--- src/rtl/data_bus_bridge.sv ---
// Data-side bridge from the MEM stage request port to the SRAM-like req/addr_ok/data_ok bus.
// Optional feature: define DBRIDGE_WBUF_EN for a one-entry posted write buffer.
module data_bus_bridge #(
    parameter int ADDR_W = 32,
    parameter int DATA_W = 32
) (
    input  logic                cpu_clk_50M,
    input  logic                cpu_rst,
    input  logic                dce,
    input  logic [ADDR_W-1:0]   daddr,
    input  logic [DATA_W/8-1:0] we,
    input  logic [DATA_W/8-1:0] dre,
    input  logic [DATA_W-1:0]   din,
    output logic                mem_data_ok,
    output logic [DATA_W-1:0]   mem_rdata,
    output logic                data_req,
    output logic                data_wr,
    output logic [1:0]          data_size,
    output logic [ADDR_W-1:0]   data_addr,
    output logic [DATA_W/8-1:0] data_wstrb,
    output logic [DATA_W-1:0]   data_wdata,
    input  logic                data_addr_ok,
    input  logic                data_data_ok,
    input  logic [DATA_W-1:0]   data_rdata
);
    localparam int BE_W = DATA_W / 8;

    typedef enum logic [1:0] {S_IDLE, S_REQ, S_WAIT, S_DONE} state_t;

    state_t            state;
    state_t            state_next;
    logic              is_store;
    logic [BE_W-1:0]   op_en;
    logic [1:0]        op_size;
    logic [ADDR_W-1:0] phys_addr;
    logic              capture;
    logic              post_store;
    logic              drain_req_next;

    // Access size from the number of active byte enables; no enables means a word load.
    function automatic logic [1:0] size_of(input logic [BE_W-1:0] en);
        int n;
        n = 0;
        for (int i = 0; i < BE_W; i++) begin
            n = n + int'(en[i]);
        end
        if (n == 1) return 2'd0;
        if (n == 2 || n == 3) return 2'd1;
        return 2'd2;
    endfunction

    assign is_store = (we != '0);
    assign op_en    = is_store ? we : dre;
    assign op_size  = size_of(op_en);

    always_comb begin
        phys_addr = daddr;
        if (daddr[ADDR_W-1 -: 2] == 2'b10) begin
            phys_addr = {3'b000, daddr[ADDR_W-4:0]};
        end
    end

`ifdef DBRIDGE_WBUF_EN
    // The bus registers double as the buffer entry; a store finishes for the MEM stage
    // as soon as it is captured and drains on its own through this small sequencer.
    typedef enum logic [1:0] {D_IDLE, D_REQ, D_WAIT} drain_t;

    drain_t drain;
    drain_t drain_next;
    logic   wbuf_valid;

    assign wbuf_valid     = (drain != D_IDLE);
    assign capture        = (state == S_IDLE) && dce && !wbuf_valid;
    assign post_store     = capture && is_store;
    assign drain_req_next = (drain_next == D_REQ);

    always_ff @(posedge cpu_clk_50M or posedge cpu_rst) begin
        if (cpu_rst) begin
            drain <= D_IDLE;
        end else begin
            drain <= drain_next;
        end
    end

    always_comb begin
        drain_next = drain;
        case (drain)
            D_IDLE:  if (post_store)   drain_next = D_REQ;
            D_REQ:   if (data_addr_ok) drain_next = D_WAIT;
            D_WAIT:  if (data_data_ok) drain_next = D_IDLE;
            default: drain_next = D_IDLE;
        endcase
    end
`else
    assign capture        = (state == S_IDLE) && dce;
    assign post_store     = 1'b0;
    assign drain_req_next = 1'b0;
`endif

    always_ff @(posedge cpu_clk_50M or posedge cpu_rst) begin
        if (cpu_rst) begin
            state <= S_IDLE;
        end else begin
            state <= state_next;
        end
    end

    always_comb begin
        state_next = state;
        case (state)
            S_IDLE:  if (capture)      state_next = post_store ? S_DONE : S_REQ;
            S_REQ:   if (data_addr_ok) state_next = S_WAIT;
            S_WAIT:  if (data_data_ok) state_next = S_DONE;
            S_DONE:                    state_next = S_IDLE;
            default:                   state_next = S_IDLE;
        endcase
    end

    // All bus and MEM-side outputs are registered off the next state so they glitch-free track it.
    always_ff @(posedge cpu_clk_50M or posedge cpu_rst) begin
        if (cpu_rst) begin
            mem_data_ok <= 1'b0;
            mem_rdata   <= '0;
            data_req    <= 1'b0;
            data_wr     <= 1'b0;
            data_size   <= 2'd0;
            data_addr   <= '0;
            data_wstrb  <= '0;
            data_wdata  <= '0;
        end else begin
            mem_data_ok <= (state_next == S_DONE);
            data_req    <= (state_next == S_REQ) || drain_req_next;
            if (capture) begin
                data_addr  <= phys_addr;
                data_wr    <= is_store;
                data_size  <= op_size;
                data_wstrb <= we;
                data_wdata <= din;
            end
            if (state == S_WAIT && data_data_ok && !data_wr) begin
                mem_rdata <= data_rdata;
            end
        end
    end

endmodule

--- config.mk ---
export PLATFORM = sky130hd
export DESIGN_NAME = data_bus_bridge
export DESIGN_NICKNAME = d
export VERILOG_FILES = /design/src/rtl/data_bus_bridge.sv
export SDC_FILE = /design/constraint.sdc
export NUM_CORES = 1
export LEC_CHECK = 0
export CAP_MARGIN = 20
export CORE_MARGIN = 4
export CORE_UTILIZATION = 43
export CTS_BUF_LIST = sky130_fd_sc_hd__clkbuf_16
export CTS_CLUSTER_SIZE = 24
export DETAILED_ROUTE_END_ITERATION = 10
export PLACE_DENSITY_LB_ADDON = 0.2
export SKIP_LAST_GASP = 1
export SLEW_MARGIN = 10
export SYNTH_ARGS = -nofsm -noshare
export SYNTH_HDL_FRONTEND = slang
export SYNTH_SLANG_ARGS = --single-unit
--- constraint.sdc ---
create_clock -name cpu_clk_50M -period 8.3 [get_ports cpu_clk_50M]
set_clock_uncertainty 0.05 [all_clocks]
set_input_delay 1.66 -clock cpu_clk_50M [delete_from_list [all_inputs] [get_ports cpu_clk_50M]]
set_output_delay 1.66 -clock cpu_clk_50M [all_outputs]
set_load 0.05 [all_outputs]
==> results.cfg <==
[power_and_ir_drop]
p_leak_nw = 2.808
intPower_mw = 1.720
pwr-share-clk = 0.142
p_sw_frac = 0.4670
powerDensity_nw_per_um2 = 483.5
combPwrFrac = 0.575
power_mw = 3.227
seqPwrFrac = 0.283
power_switching_mw = 1.507
max-vdd-ir-drop_mv = 0.2548

[cts]
cts_resized = 0
cts_max_level = 3
path_clk_slew_ps = 70
insertion_delay_ps = 330
ctsHoldBuffers = 0
cts_tree = yes
numCtsBuffers = 9
root_buffer = clkbuf_16
clock_sinks = 107
cts_setup_buffers = 0
clock_path_buffers = 2

[logic_synthesis]
syn_nets = 369
ys.warnings.count = 0
synth.distinct_cells = 21
synthCells = 257
avgSynthCellArea_um2 = 16.08
synth_seq_cells = 107
syn_area_um2 = 4131
ys_seq_area_frac = 0.6481

[placed_design]
place_ws_ps = 3974
placed_cell_area_um2 = 6351
io_buffers = 213
dp_hpwl_um = 8041
routabilityCongestion = 0.7073

[timing]
max_clock_freq_mhz = 255.0
final_max_slew_viol_count = 0
fin_hold_ws_ps = 434.7
fin_crit_sh = 0.4726
fin_tns_setup_ps = 0
finalHoldViolCount = 0
relSlewSlack = 0.3482
fin_ws_ps = 4378
tightest_slew_ps = 976.7
setup_viol = 0
rsz0062_at_grt = no
fin_crit_ps = 3922

[global_route]
track_usage = 0.1901
grt_max_degree = 58
grt_pass1_vias = 3208
grt_pass1_wl_um = 16600
grt_antenna_before_repair = 0
grt_overflow = 0

[cells_and_area]
drive_gt1_frac = 0.1887
nNetsFinal = 584
design_area_um2 = 6675
final_common_cell = clkdlybuf4s50_1
antenna_cells = 0
syn_to_final_growth_pct = 61.57
mostFrequentLayoutCells = clkdlybuf4s50_1 (213), dfrtp_1 (107), mux2_2 (66)

[floorplanning]
initial_core_util = 0.4450
num_rows = 35
dieArea_um2 = 11240
dieHeight_um = 106.0
design.core.area_um2 = 9284
fp.dieW_um = 106.0
io_pins = 214

[min_path]
hold_class = reg -> reg

[setup_path]
cp_data_required_time_ps = 8460
rr_endpoint = data_addr[21]
path_class = in -> reg
worstPathArrival_ps = 4090
worst_setup_path_start_kind = primary input
r2r_cells = 3
startpoint = dce
cp-endpoint = data_addr[21]
cp_max_fo = 57
endpoint_kind = register
ff2ff_setup_slack_ps = 5700
r2r-start = state[0]

[routing]
num_vias = 2882
via_per_inst = 4.756
drtIter0Drc = 53
post-route-drc-count = 0
drt-total-wl_um = 10360
firstDrtPassIters = 4
wl_per_cell_um = 17.09
ant_nets = 0

[job]
cap_viol_max_count = 0

[run_status]
outcome = finished, final reports clean
==> worst min-delay path by stage <==
stage               slack (ps)  cells past startpoint             to           from
floorplan                  420                      1       data_req       state[1]
detailed placement         430                      1   data_addr[7]   data_addr[7]
finish                     430                      1  data_addr[14]  data_addr[14]
global placement           420                      1  data_wstrb[2]  data_wstrb[2]
CTS                        440                      1   data_addr[7]   data_addr[7]
global route               460                      1   data_addr[7]   data_addr[7]
==> stage by stage <==
| step | cells | util |
|---|---|---|
| after floorplan | 257 | - |
| after detailed placement | 590 | 0.6841 |
| after global routing | 606 | 0.7190 |
| after global placement | 590 | 0.6841 |
| after CTS | 606 | 0.7190 |
| final | 606 | 0.7190 |
==> cell families (layout without fill, tap and decap cells) <==
group	count (synthesis)	count (layout)	share of synthesized area
DFF	107	107	0.6481
muxes	98	98	0.2671
and+or+nand+nor	21	21	0.02998
buffers and inverters	19	239	0.03089
AOI/OAI and AO/OA	9	9	0.01302
adders and majority gates	3	3	0.01090
==> metal layers <==
layer / part of all wire / global-route usage / wire length (um)
met5: 0 / 0 / 0
met3: 0.11 / 0.08622 / 1130
met1: 0.38 / 0.2078 / 3885
met2: 0.50 / 0.3306 / 5215
met4: 0.012 / 0.05920 / 125
==> power by group through the flow <==
stage	clock (mW)	combinational [mW]	sequential [mW]
final	0.458	1.86	0.914
after global routing	0.493	1.93	0.953
after CTS	0.470	1.88	0.919
after detailed placement	0	1.87	0.927
after global placement	0	1.85	0.909
after floorplan	0	0.320	1.81
==> sequential cells by signal (all words and copies together) (netlist names) <==
| signal | flops |
|---|---|
| data_req | 1 |
| mem_rdata | 32 |
| data_wdata | 32 |
| data_wr | 1 |
| data_wstrb | 4 |
| data_size | 2 |
| state | 2 |
| mem_data_ok | 1 |
| data_addr | 32 |
==> synthesized netlist by cell type (all sizes together) <==
cell type  count  area share
a31oi          1      0.0015
or2            1      0.0015
fa             1      0.0048
nand2          2      0.0018
nand3b         4      0.0073
nand2b         3      0.0045
mux2          98        0.27
ha             2      0.0061
inv            8      0.0073
nor3b          1      0.0030
nand3          3      0.0036
o21ai          4      0.0048
nor2           7      0.0082
a31o           2      0.0042
buf           11       0.024
dfrtp        107        0.65
a21oi          2      0.0024
==> final cells by class <==
cell class,instances,area [um^2]
clock buffer,9,225.2
clock inverter,7,98.84
fill,669,2609
inverter,8,32.53
multi-input combinational,131,1333
sequential,107,2678
tap,129,161.4
timing repair buffer,215,2147
==> critical path: stages <==
cell and delay (ps):
clkdlybuf4s50_1 480, nor3b_4 810, buf_4 690, mux2_2 410
Note: power is estimated with default switching activity, not from simulation.
